===== config.mk =====
export PLATFORM = sky130hd
export DESIGN_NAME = chunked_seq_adder
export DESIGN_NICKNAME = d
export VERILOG_FILES = /design/src/rtl/adder_pkg.sv /design/src/rtl/chunk_adder.sv /design/src/rtl/chunked_seq_adder.sv
export SDC_FILE = /design/constraint.sdc
export NUM_CORES = 1
export LEC_CHECK = 0
export CORE_MARGIN = 2
export CORE_UTILIZATION = 50
export CTS_CLUSTER_DIAMETER = 50
export DETAILED_ROUTE_END_ITERATION = 8
export PLACE_DENSITY = 0.79
export SYNTH_ARGS = -nofsm -noshare
export SYNTH_HDL_FRONTEND = slang
export SYNTH_SLANG_ARGS = --single-unit

===== constraint.sdc =====
create_clock -name clk -period 4.22 [get_ports clk]
set_input_delay 0.844 -clock clk [delete_from_list [all_inputs] [get_ports clk]]
set_output_delay 0.844 -clock clk [all_outputs]
set_load 0.05 [all_outputs]

===== src/rtl/adder_pkg.sv =====
// ---------------------------------------------------------------------------
// adder_pkg
//   Shared definitions for the chunked (multi-cycle) arithmetic blocks.
//   - state_t        : control state of a chunked operation (IDLE/RUN/DONE)
//   - clog2()        : ceiling log2, usable in constant expressions
//   - counter_width(): width of a chunk index counter (never less than 1 bit)
//   - chunk_cfg_ok() : legality check for a WIDTH/CHUNK pairing
// ---------------------------------------------------------------------------
package adder_pkg;

  typedef enum logic [1:0] {
    IDLE = 2'd0,
    RUN  = 2'd1,
    DONE = 2'd2
  } state_t;

  function automatic int clog2(input int value);
    int result;
    result = 0;
    for (int v = value - 1; v > 0; v = v >> 1) begin
      result++;
    end
    return result;
  endfunction

  // A single-chunk block still needs a one-bit index so the counter stays a
  // real signal instead of a zero-width vector.
  function automatic int counter_width(input int nchunk);
    return (clog2(nchunk) < 1) ? 1 : clog2(nchunk);
  endfunction

  function automatic bit chunk_cfg_ok(input int width, input int chunk);
    return (chunk >= 1) && (chunk <= width) && ((width % chunk) == 0);
  endfunction

endpackage : adder_pkg


===== src/rtl/chunk_adder.sv =====
// ---------------------------------------------------------------------------
// chunk_adder
//   Combinational CHUNK-bit ripple-carry slice.
//   Ports:
//     a, b   in  CHUNK  slice operands
//     cin    in  1      carry into bit 0
//     sum    out CHUNK  slice sum
//     cout   out 1      carry out of the slice MSB
//     c_msb  out 1      carry into the slice MSB (for signed overflow)
// ---------------------------------------------------------------------------
module chunk_adder #(
  parameter int CHUNK = 4
) (
  input  logic [CHUNK-1:0] a,
  input  logic [CHUNK-1:0] b,
  input  logic             cin,
  output logic [CHUNK-1:0] sum,
  output logic             cout,
  output logic             c_msb
);

  // carry[i] is the carry into bit i; carry[CHUNK] leaves the slice.
  logic [CHUNK:0] carry;

  always_comb begin
    // NOTE: every combinational output gets a default before the loop so no
    // path can leave it unassigned and infer a latch.
    sum      = '0;
    carry    = '0;
    carry[0] = cin;
    for (int i = 0; i < CHUNK; i++) begin
      sum[i]       = a[i] ^ b[i] ^ carry[i];
      carry[i + 1] = (a[i] & b[i]) | (carry[i] & (a[i] ^ b[i]));
    end
  end

  assign cout  = carry[CHUNK];
  assign c_msb = carry[CHUNK-1];

endmodule : chunk_adder


===== src/rtl/chunked_seq_adder.sv =====
// ---------------------------------------------------------------------------
// chunked_seq_adder
//   Multi-cycle WIDTH-bit adder. One CHUNK-bit ripple slice is reused for
//   NCHUNK = WIDTH/CHUNK cycles, the carry passing between cycles through a
//   register. Valid/ready handshake on both sides; one operation in flight.
//
//   Optional feature (macro CHUNKED_ADD_SUB_EN): adds port 'sub'; when set on
//   accept the block computes a - b (B inverted, initial carry forced to 1).
//   Without the macro the block is add-only and 'cin' is always used.
//
//   Ports:
//     clk        in   1      clock, rising edge
//     rst        in   1      synchronous active-high reset
//     in_valid   in   1      operands valid
//     in_ready   out  1      operands accepted (high only in IDLE)
//     a, b       in   WIDTH  operands
//     cin        in   1      carry-in
//     sub        in   1      subtract select (CHUNKED_ADD_SUB_EN only)
//     out_valid  out  1      result valid (high only in DONE)
//     out_ready  in   1      consumer takes result
//     sum        out  WIDTH  result, modulo 2^WIDTH
//     cout       out  1      unsigned carry out of bit WIDTH-1
//     ovf        out  1      signed overflow
// ---------------------------------------------------------------------------
module chunked_seq_adder
  import adder_pkg::*;
#(
  parameter int WIDTH = 16,
  parameter int CHUNK = 4
) (
  input  logic             clk,
  input  logic             rst,
  input  logic             in_valid,
  output logic             in_ready,
  input  logic [WIDTH-1:0] a,
  input  logic [WIDTH-1:0] b,
  input  logic             cin,
`ifdef CHUNKED_ADD_SUB_EN
  input  logic             sub,
`endif
  output logic             out_valid,
  input  logic             out_ready,
  output logic [WIDTH-1:0] sum,
  output logic             cout,
  output logic             ovf
);

  localparam int NCHUNK = WIDTH / CHUNK;
  localparam int KW     = counter_width(NCHUNK);
  localparam logic [KW-1:0] K_LAST = KW'(NCHUNK - 1);

  if (!chunk_cfg_ok(WIDTH, CHUNK)) begin : g_cfg_err
    $error("chunked_seq_adder: WIDTH must be a multiple of CHUNK, 1 <= CHUNK <= WIDTH");
  end

  state_t            state;
  logic [KW-1:0]     k;
  logic              carry;
  logic [WIDTH-1:0]  a_r;
  logic [WIDTH-1:0]  b_r;

  // Operand B and initial carry as seen by the datapath at accept time.
  logic [WIDTH-1:0]  b_eff;
  logic              c_init;

`ifdef CHUNKED_ADD_SUB_EN
  // a - b == a + ~b + 1; cout then reads as "no borrow".
  assign b_eff  = sub ? ~b : b;
  assign c_init = sub ? 1'b1 : cin;
`else
  assign b_eff  = b;
  assign c_init = cin;
`endif

  // Slice mux: the chunk index selects which CHUNK bits feed the adder.
  logic [31:0]       base;
  logic [CHUNK-1:0]  a_slice;
  logic [CHUNK-1:0]  b_slice;
  logic [CHUNK-1:0]  s_slice;
  logic              s_cout;
  logic              s_cmsb;

  assign base    = 32'(k) * 32'(CHUNK);
  assign a_slice = a_r[base +: CHUNK];
  assign b_slice = b_r[base +: CHUNK];

  chunk_adder #(
    .CHUNK (CHUNK)
  ) u_slice (
    .a     (a_slice),
    .b     (b_slice),
    .cin   (carry),
    .sum   (s_slice),
    .cout  (s_cout),
    .c_msb (s_cmsb)
  );

  // Single control/datapath process; all outputs are registered.
  always_ff @(posedge clk) begin
    // NOTE: sequential state uses non-blocking assignments only, so every
    // register samples pre-edge values regardless of statement order.
    if (rst) begin
      state     <= IDLE;
      in_ready  <= 1'b1;
      out_valid <= 1'b0;
      sum       <= '0;
      cout      <= 1'b0;
      ovf       <= 1'b0;
      k         <= '0;
      carry     <= 1'b0;
      a_r       <= '0;
      b_r       <= '0;
    end else begin
      case (state)
        IDLE: begin
          // in_ready is 1 throughout IDLE, so in_valid alone means accept.
          if (in_valid) begin
            a_r      <= a;
            b_r      <= b_eff;
            carry    <= c_init;
            k        <= '0;
            in_ready <= 1'b0;
            state    <= RUN;
          end
        end

        RUN: begin
          sum[base +: CHUNK] <= s_slice;
          carry              <= s_cout;
          if (k == K_LAST) begin
            // The last slice holds bit WIDTH-1: its carries give cout/ovf.
            cout      <= s_cout;
            ovf       <= s_cout ^ s_cmsb;
            out_valid <= 1'b1;
            state     <= DONE;
          end else begin
            k <= k + 1'b1;
          end
        end

        DONE: begin
          // A new in_valid here is not looked at; it is taken next cycle
          // from IDLE, keeping in_ready a plain registered state decode.
          if (out_ready) begin
            out_valid <= 1'b0;
            in_ready  <= 1'b1;
            state     <= IDLE;
          end
        end

        default: begin
          out_valid <= 1'b0;
          in_ready  <= 1'b1;
          state     <= IDLE;
        end
      endcase
    end
  end

endmodule : chunked_seq_adder


==> reports/metrics.yaml, run 1 <==
outcome: "finished clean"
drive_gt1_share_pct: 9.467
reg2regPathDepth: 10
max_stage_delay_ns: 0.61
crit_type: "flip-flop to flip-flop"
yosysMostFrequentCell: "nand2_1"
cp.required_ns: 4.47
rsz0062_at_grt: "false"
grt_max_degree: 64
p_sw_w: 0.0003166
die_area_um2: 5695
hp-start: "sum[5]$_SDFFE_PP0P_"
combPwrFrac_pct: 13.4
antenna_found_initial: 0
skew_ns: 0.004775
start_util_pct: 50.97
gp_congestion: 0.8200
synth_top_cells_by_area: "dfxtp_1 (45%), nand2_1 (11%), a21oi_1 (7.8%), mux4_2 (7.1%), fa_1 (3.1%)"
die_y_um: 75.47
placed_cell_area_um2: 3117
synth_edf_count: 0
antenna_left: 0
core_area_um2: 5010
p_seq_share_pct: 45.4
crit_top_cell: "fa_1"
start_kind: "flip-flop"
rr_endpoint: "ovf$_SDFFE_PP0P_"
grt_pass1_vias: 2106
p_leak_nw: 1.206
slew_viol_final: 0
r2r_slack_ns: 1.10
rows: 26
synth_sequential_area_ratio_pct: 44.68
slew_headroom_pct: 28.44
clk_latency_ns: 0.34
crit_slowest_cell: "dfxtp_1"
hold_viol_final: 0
timing.critical_path.cells: "mux4_2 > fa_1 > inv_1 > fa_1 > fa_1 > inv_1 > fa_1 > xnor2_1 > nand3_1 > a21oi_1"
min_to: "sum[5]$_SDFFE_PP0P_"
fp.dieW_um: 75.47
cts_tree: "built"
crit-reg2reg-launch: "k[0]$_SDFFE_PP0P_"
port_buffers: 56
dr.first_iter.drc_count: 145
grt_pass1_wl_mm: 9.342
cts_setup_buffers: 0
postCtsHoldBufs: 0
cts_buffers: 9
worstHoldPathCells: 2
ir_worst_vdd_v: 0.0002632
clockPowerShare_pct: 41.2
switching_share_pct: 24.71
maxCapViolCount: 0
cp_max_fo: 8
hp-class: "flip-flop to flip-flop"
num-nets-final: 380
total_power_w: 0.001281
synthesis.area_um2: 2554
ys_ff_latch: 57
worst_slew_pin_slew_ns: 1.073
gr-total-overflow: 0
stdcell_count: 408
critPathCaptureType: "flip-flop"
syn_to_final_growth_pct: 30.18
antenna_cells: 0
wl_mm: 5.564
n_fill_cell: 443
viasPerCell: 5.194
internal-power_w: 0.0009643
syn_inst: 283
crit_arrival_ns: 3.37
wire_per_inst_um: 13.64
ys_warn_count: 0
grt_use_total_pct: 22.27
fmax_ghz: 0.3203
clock-root-buffer: "clkbuf_8"
drcViolationCount: 0
cts.reportedPaths.clkPinSlew_ns: 0.06
dpl.hpwl_mm: 3.885
fin_crit_sh_pct: 73.97
dp_cells: 392
synth_top_area_share_pct: 44.68
yosys.area.top_type: "dfxtp_1"
cp-startpoint: "k[0]$_SDFFE_PP0P_"
syn_area_per_cell_um2: 9.024
yosys.cell_types.count: 36
design_area_um2: 3324
ios: 57
power.density_nw_per_um2: 385.3
layout_min_cycle_time_ns: 3.122
cts.sinks: 57
post_cts_resized: 0
drtPass1Iterations: 4
synth_ff_type: "dfxtp_1"
synth_common_cells: "nand2_1 (74), dfxtp_1 (57), a21oi_1 (40), nor2_1 (14), inv_1 (12)"
cts_max_level: 3
final.setup.tns_ns: 0
synth_fp_nets: 330
clockBufferDepth: 2
async_flop_share_pct: 0
setup_viol: 0
vias: 2119
cell usage in the layout (no fill, tap or decap), types with 6 or more instances in the layout:
cell	Yosys	final
nand2b_1	7	7
a32oi_1	8	8
inv_1	12	12
mux4_2	8	8
dfxtp_1	57	57
a21oi_1	40	40
clkdlybuf4s50_1	0	55
ha_1	6	6
nand2_1	74	74
nor2_1	14	14
clkbuf_8	0	12
sequential cells by signal (all words and copies together), names as in the netlist, 2 cells and up:
name   count
sum       16
b_r       16
k          2
a_r       16
state      2
final cells by class:
class                      count  area (um^2)  area share [%]
clock buffer                  14        172.7           5.194
inverter                      12        45.04           1.355
tap                           70        87.58           2.635
clock inverter                 2        35.03           1.054
sequential                    57         1141           34.32
multi-input combinational    195         1272           38.28
timing repair buffer          58        570.5           17.16
routing by layer:
layer	track usage [%]	vias to the layer above	routed length [um]
met5	0	-	0
met4	12.09	0	110
met3	4.630	10	328
met2	37.49	71	2878
met1	26.69	971	2245
li1	-	1067	-
how the worst max path moves through the flow:
| stage | endpoint | slack [ns] | cells past startpoint |
|---|---|---|---|
| final | ovf$_SDFFE_PP0P_ | 1.10 | 10 |
| after global routing | ovf$_SDFFE_PP0P_ | 0.92 | 10 |
| after CTS | ovf$_SDFFE_PP0P_ | 1.06 | 10 |
| after detailed placement | ovf$_SDFFE_PP0P_ | 1.09 | 10 |
| after global placement | sum[11]$_SDFFE_PP0P_ | 1.23 | 9 |
| after floorplan | ovf$_SDFFE_PP0P_ | 1.24 | 12 |
critical path, delay by kind of cell, from the launching register on:
family                   cells  cell delay [ns]
AO/OA/AOI/OAI                1             0.18
XOR/XNOR                     1             0.17
adder cells (fa/ha/maj)      4             1.23
buffers and inverters        2             0.16
flip-flops                   1             0.61
multiplexers                 1             0.58
AND/OR/NAND/NOR              1             0.10
per-stage QoR:
step           worst slack [ns]  utilization (%)  hold WS (ns)
2_1_floorplan             1.243                -        0.4331
3_3_place_gp              1.228            62.21        0.4402
3_5_place_dp              1.094            62.21        0.4437
4_1_cts                   1.063            66.36        0.4523
5_1_grt                  0.9244            66.36        0.4729
6_report                  1.098            66.36        0.4484
power groups by stage:
stage / combinational (W) / sequential [W] / clock (W)
4_1_cts: 0.000172 / 0.000582 / 0.000532
5_1_grt: 0.000189 / 0.000585 / 0.000556
3_5_place_dp: 0.000171 / 0.000594 / 0
6_report: 0.000172 / 0.000582 / 0.000527
3_3_place_gp: 0.000168 / 0.000593 / 0
2_1_floorplan: 0.000107 / 0.000593 / 0
logic make-up (layout without fill, tap and decap cells):
kind of cell    count (synthesis)  after routing  synth area share [%]
simple gates                  118            118                 21.95
flops                          57             57                 44.68
fa+ha+maj                      10             10                 6.076
xor+xnor                        1              1                0.3430
compound gates                 57             57                 14.01
mux                             9              9                 7.447
buf+inv                        31             86                 5.487
Power figures use the tool's default switching activity.
==> run 2: changes to the inputs <==
Settings changed: CORE_UTILIZATION 50 to 45, PLACE_DENSITY 0.79 to 0.75.
Clock period 4.22 ns to 2.8 ns, I/O delays scaled along.
==> run 2 against run 1 <==
  * Flip-flop and latch count unchanged
  * Worst hold slack improved by 0.0046 ns
  * Worst setup slack got worse by 0.94 ns
  * Register-to-register slack got worse by 0.94 ns
  * Critical path depth decreased by 1
  * Clock skew increased by 0.0020 ns
  * Sequential power increased by 50%
  * Sequential share of layout area decreased by 0.72 points
  * Global-route usage decreased by 1.7 points
  * Via count increased by 0.38%
  * Die area increased by 11%
  * Non-clock buffer count increased by 5
  * Largest cell class unchanged
==> reports/metrics.yaml, run 2 (same netlist as run 1, synthesis figures left out) <==
top_regs: "a_r x16, b_r x16, sum x16"
antenna_found_initial: 0  # unchanged
cts_tree: "built"
vias: 2127  # +0.38%
final.setup.tns_ns: 0  # unchanged
viasPerCell: 5.125  # -1.3%
cp_max_fo: 4  # -4
die_y_um: 79.33  # +5.1%
fp.dieW_um: 79.33  # +5.1%
core_area_um2: 5507  # +9.9%
crit_type: "flip-flop to flip-flop"
worstSetupPathDepth: 9  # -1
clockBufferDepth: 2  # unchanged
cp-startpoint: "k[0]$_SDFFE_PP0P_"
final_common_cell: "nand2_1"
total_power_w: 0.002022  # +58%
hp-start: "b_r[8]$_SDFFE_PP0P_"
grt_pass1_wl_mm: 9.929  # +6.3%
max_stage_delay_ns: 0.52  # -0.09 ns
reg2regPathDepth: 9  # -1
postCtsHoldBufs: 0  # unchanged
grt_use_total_pct: 20.61  # -1.7 points
grt_pass1_vias: 2183  # +3.7%
ir_worst_vdd_v: 0.0003426  # +30%
rsz0062_at_grt: "false"
cp.required_ns: 3.00  # -1.47 ns
hp-class: "flip-flop to flip-flop"
clk_latency_ns: 0.34  # about the same
worstHoldPathCells: 2  # unchanged
crit_top_cell: "fa_2"
gr-total-overflow: 0  # unchanged
dpl.hpwl_mm: 4.048  # +4.2%
outcome: "finished clean"
drcViolationCount: 0  # unchanged
cts.sinks: 57  # unchanged
fmax_ghz: 0.3779  # +18%
antenna_cells: 0  # unchanged
ios: 57  # unchanged
syn_to_final_growth_pct: 33.42
fin_crit_sh_pct: 94.51  # +21 points
start_util_pct: 46.38  # -4.6 points
crit_slowest_cell: "mux4_2"
clock-root-buffer: "clkbuf_8"
crit_family: "adder cells"
setup_viol: 0  # unchanged
gp_congestion: 0.8361  # +2.0%
worst_slew_pin_slew_ns: 0.7529  # -0.3205 ns
drtPass1Iterations: 4  # unchanged
rows: 27  # +3.8%
start_kind: "flip-flop"
crit_arrival_ns: 2.84  # -0.53 ns
dr.first_iter.drc_count: 165  # +14%
antenna_left: 0  # unchanged
worst_slack_ns: 0.1537  # -0.9446 ns
cts_max_level: 3  # unchanged
skew_ns: 0.006811  # +0.002036 ns
n_fill_cell: 482  # +8.8%
wl_mm: 5.743  # +3.2%
design_area_um2: 3407  # +2.5%
wire_per_inst_um: 13.84  # +1.5%
layout_min_cycle_time_ns: 2.646  # -0.4754 ns
dp_slack_ns: 0.1157  # -0.9787 ns
crit-reg2reg-launch: "k[0]$_SDFFE_PP0P_"
power.density_nw_per_um2: 593.5  # +54%
critPathCaptureType: "flip-flop"
hold_viol_final: 0  # unchanged
mostFrequentLayoutCells: "nand2_1 (74), dfxtp_1 (56), clkdlybuf4s50_1 (55)"
num-nets-final: 385  # +1.3%
drive_gt1_share_pct: 13.70  # +4.2 points
maxCapViolCount: 0  # unchanged
slew_viol_final: 0  # unchanged
cts.reportedPaths.clkPinSlew_ns: 0.07  # about the same
path_buf_inv: 2  # unchanged
timing.critical_path.cells: "mux4_2 > fa_2 > inv_2 > fa_2 > fa_2 > inv_2 > fa_2 > a32oi_1 > nor2_1"
placed_cell_area_um2: 3161  # +1.4%
cts_buffers: 9  # unchanged
p_leak_nw: 1.244  # +3.1%
grt_max_degree: 47  # -27%
port_buffers: 56  # unchanged
die_area_um2: 6293  # +11%
slew_headroom_pct: 49.80  # +21 points
-- run 2: cell count changes in the layout (fill, tap and decap cells not counted) --
cell and change:
bufinv_16 +1, xnor2_2 +1, fa_2 +4, xnor2_1 -1
clkbuf_1 -2, dfxtp_4 +1, dfxtp_1 -1, buf_4 +5
clkinv_2 +1, inv_2 +2, clkinvlp_4 +1, fa_1 -4
clkbuf_8 -1, inv_1 -2
-- run 2: repair_timing --
| action | in CTS | in global routing |
|---|---|---|
| setup buffers | 0 | 1 |
| gates resized for setup | 0 | 2 |
| endpoints found under the setup margin | 0 | 3 |
-- run 2: worst register-to-register path, stage by stage, from the launching register on --
cell	delay [ns]
dfxtp_4	0.37
mux4_2	0.52
fa_2	0.37
inv_2	0.06
fa_2	0.19
fa_2	0.21
inv_2	0.04
fa_2	0.48
a32oi_1	0.20
nor2_1	0.06
-- run 2: path summary, 6_finish.rpt --
path | slack, ns | end
worst min-delay path | 0.45 | b_r[8]$_SDFFE_PP0P_
worst max-delay path | 0.15 | sum[3]$_SDFFE_PP0P_
worst min register to register | 0.45 | b_r[8]$_SDFFE_PP0P_
worst max register to register | 0.15 | sum[3]$_SDFFE_PP0P_
-- run 2: metal layers --
layer  part of all wire, %  vias up  GRT usage, %  routed length (um)
li1                      -     1082             -                   -
met1                    46      971         26.01                2627
met2                    47       63         32.97                2678
met3                   5.5       11         3.864                 314
met4                   2.1        0         11.90                 123
met5                     0        -             0                   0
-- run 2: where the power goes --
group	switching (W)	internal (W)
Sequential	0.0000263	0.000847
Combinational	0.000143	0.000132
Clock	0.000329	0.000546
Total	0.000498	0.00152
-- run 2: area by class of cell --
type	count	area, um^2	area share [%]
clock buffers	11	151.4	4.444
clock inverters	5	77.57	2.277
inverters	12	45.04	1.322
multi-input cells	195	1290	37.86
flip-flops and latches	57	1145	33.60
well taps	72	90.09	2.644
repair buffers	63	608.1	17.85
-- run 2: per-stage QoR --
stage	hold WS, ns	cells	utilization, %
6_report	0.4530	415	61.87
2_1_floorplan	0.4331	283	-
3_5_place_dp	0.4467	398	57.40
4_1_cts	0.4557	414	61.55
5_1_grt	0.4835	415	61.87
3_3_place_gp	0.4392	398	57.40
==> run 3: changes to the inputs <==
Settings changed: CAP_MARGIN from default to 20.
==> results of run 3 <==
The final DEF is identical to that of run 2; final timing and power are the same.
==> RTL change (flow settings as in run 1) <==
Build with the macro `CHUNKED_ADD_SUB_EN` defined.
--- a/src/rtl/chunked_seq_adder.sv
+++ b/src/rtl/chunked_seq_adder.sv
@@ -23,4 +23,6 @@
 //     ovf        out  1      signed overflow
 // ---------------------------------------------------------------------------
+`define CHUNKED_ADD_SUB_EN
+
 module chunked_seq_adder
   import adder_pkg::*;
Interface: changed (added sub); port bits go from 57 to 58. The function was not compared with the original's and may differ.
==> RTL change against run 1 <==
Sequential power rose by 1%; clock skew rose by 0.0013 ns; sequential cell count did not move; cell area rose by 3.0%; worst setup slack improved by 0.18 ns; non-clock buffer count rose by 1; die area rose by 4.4%; wire length fell by 1.1%; total power fell by 3.3%; area after synthesis rose by 4.7%; critical path type unchanged.
==> RTL change: results (changes against run 1) <==
** Drt
- The detailed-routing wirelength on met1 was 2.39 mm (was 2.25 mm).
- Total vias in the final route :: 2,166 (was 2,119)
- The final wirelength was 5.50 mm (was 5.56 mm).
- The violation count after the first detailed-route iteration was 102 (was 145).
- Detailed-routed wire length on met3 :: 277 um (was 328 um)
- The routed length on met2 came to 2.76 mm (was 2.88 mm).

** Run status
- Result of the run: complete, no violations (unchanged).

** Placement
- The routability-driven placement congestion ratio was 0.811 (was 0.820).
- Post-DP HPWL :: 3.99 mm (was 3.89 mm)
- The number of buffers inserted by port buffering is 57 (was 56).
- The placement-stage cell area is 0.00325 mm^2 (was 0.00312 mm^2).

** Global routing
- Global routing met1 resource utilization :: 0.249 (was 0.267)
- Grt met3 use :: 0.0647 (was 0.0463)
- The global-route wire length before repair is 9.49 mm (was 9.34 mm).
- Number of global-route vias before repair :: 2,045 (was 2,106)
- Total routing usage reported by global routing :: 0.201 (was 0.223)

** Timing
- The tightest hold margin was 0.455 ns (was 0.448 ns).
- Worst Tran Pin Value :: 1.07 ns (about the same)
- The final setup skew came to 0.00606 ns (was 0.00477 ns).

** Cells and area
- Fraction of final layout cells with drive strength greater than 1 :: 0.0917 (was 0.0947)
- The number of nets in the finished design is 381 (was 380).

** Worst setup path
- Crit path arrival time :: 3.12 ns (was 3.37 ns)
- The worst-case reg-to-reg path depth is 9 (was 10).
- The maximum net fanout on the critical path came to 12 (was 8).
- Worst reg2reg path endpoint :: sum[11] (was ovf)
- The delay of the slowest cell on the worst path is 0.63 ns (was 0.61 ns).

** Logic synthesis
- The portion of the post-synthesis area used by sequential elements came to 0.427 (was 0.447).
- Number of nets in the synthesized netlist :: 332 (was 330)
- Most frequent cells after synthesis: dfxtp_1 (57), nand2_1 (41), nor2_1 (28) (was nand2_1 (74), dfxtp_1 (57), a21oi_1 (40)).

** Pwr
- The worst supply voltage drop on vdd is 0.278 mV (was 0.263 mV).
- Pleak :: 1.21 nW (about the same)
[RTL change: changes by cell type after synthesis, moves of 2 or more]
| cell | run 1 | this run |
|---|---|---|
| a21oi_1 | 40 | 25 |
| xnor2_1 | 1 | 17 |
| buf_4 | 4 | 1 |
| a211oi_1 | 0 | 16 |
| clkbuf_1 | 7 | 9 |
| buf_2 | 7 | 10 |
| nand2_1 | 74 | 41 |
| nor2_1 | 14 | 28 |
[RTL change: critical path: cells and delay by family (launching register included)]
kind / cells / cell delay (ns)
AND/OR/NAND/NOR: 1 / 0.06
multiplexers: 1 / 0.32
flip-flops: 1 / 0.63
AO/OA/AOI/OAI: 1 / 0.21
buffers and inverters: 2 / 0.14
adder cells (fa/ha/maj): 4 / 1.43
[RTL change: cell families (layout without fill, tap and decap cells)]
group,after synthesis,after routing,share of synthesized area
xor gates and xnor gates,17,17,0.0557
AOI/OAI and AO/OA,59,59,0.155
buffers and inverters,34,88,0.0552
and+or+nand+nor,98,98,0.178
DFF,57,57,0.427
muxes,9,9,0.0711
adders and majority gates,10,10,0.0580
[RTL change: area by class of cell]
cell class	instances	area (um^2)
fill	445	1720
multi-input combinational	193	1390
sequential	57	1140
timing repair buffer	59	581
clock buffer	13	159
tap	70	87.6
inverter	13	48.8
clock inverter	3	15.0
[RTL change: report_power, final]
group,switching [mW],internal [mW]
Sequential,0.0206,0.567
Combinational,0.108,0.102
Clock,0.200,0.242
Total,0.328,0.911
[RTL change: how the worst max path moves through the flow]
stage	start	to	slack, ns	depth (start not counted)
final	k[1]	sum[11]	1.28	9
after global routing	k[1]	sum[11]	1.11	9
after CTS	k[1]	sum[11]	1.27	9
after detailed placement	k[1]	sum[11]	1.28	9
after global placement	k[1]	sum[11]	1.38	9
after floorplan	k[0]	ovf	1.25	12
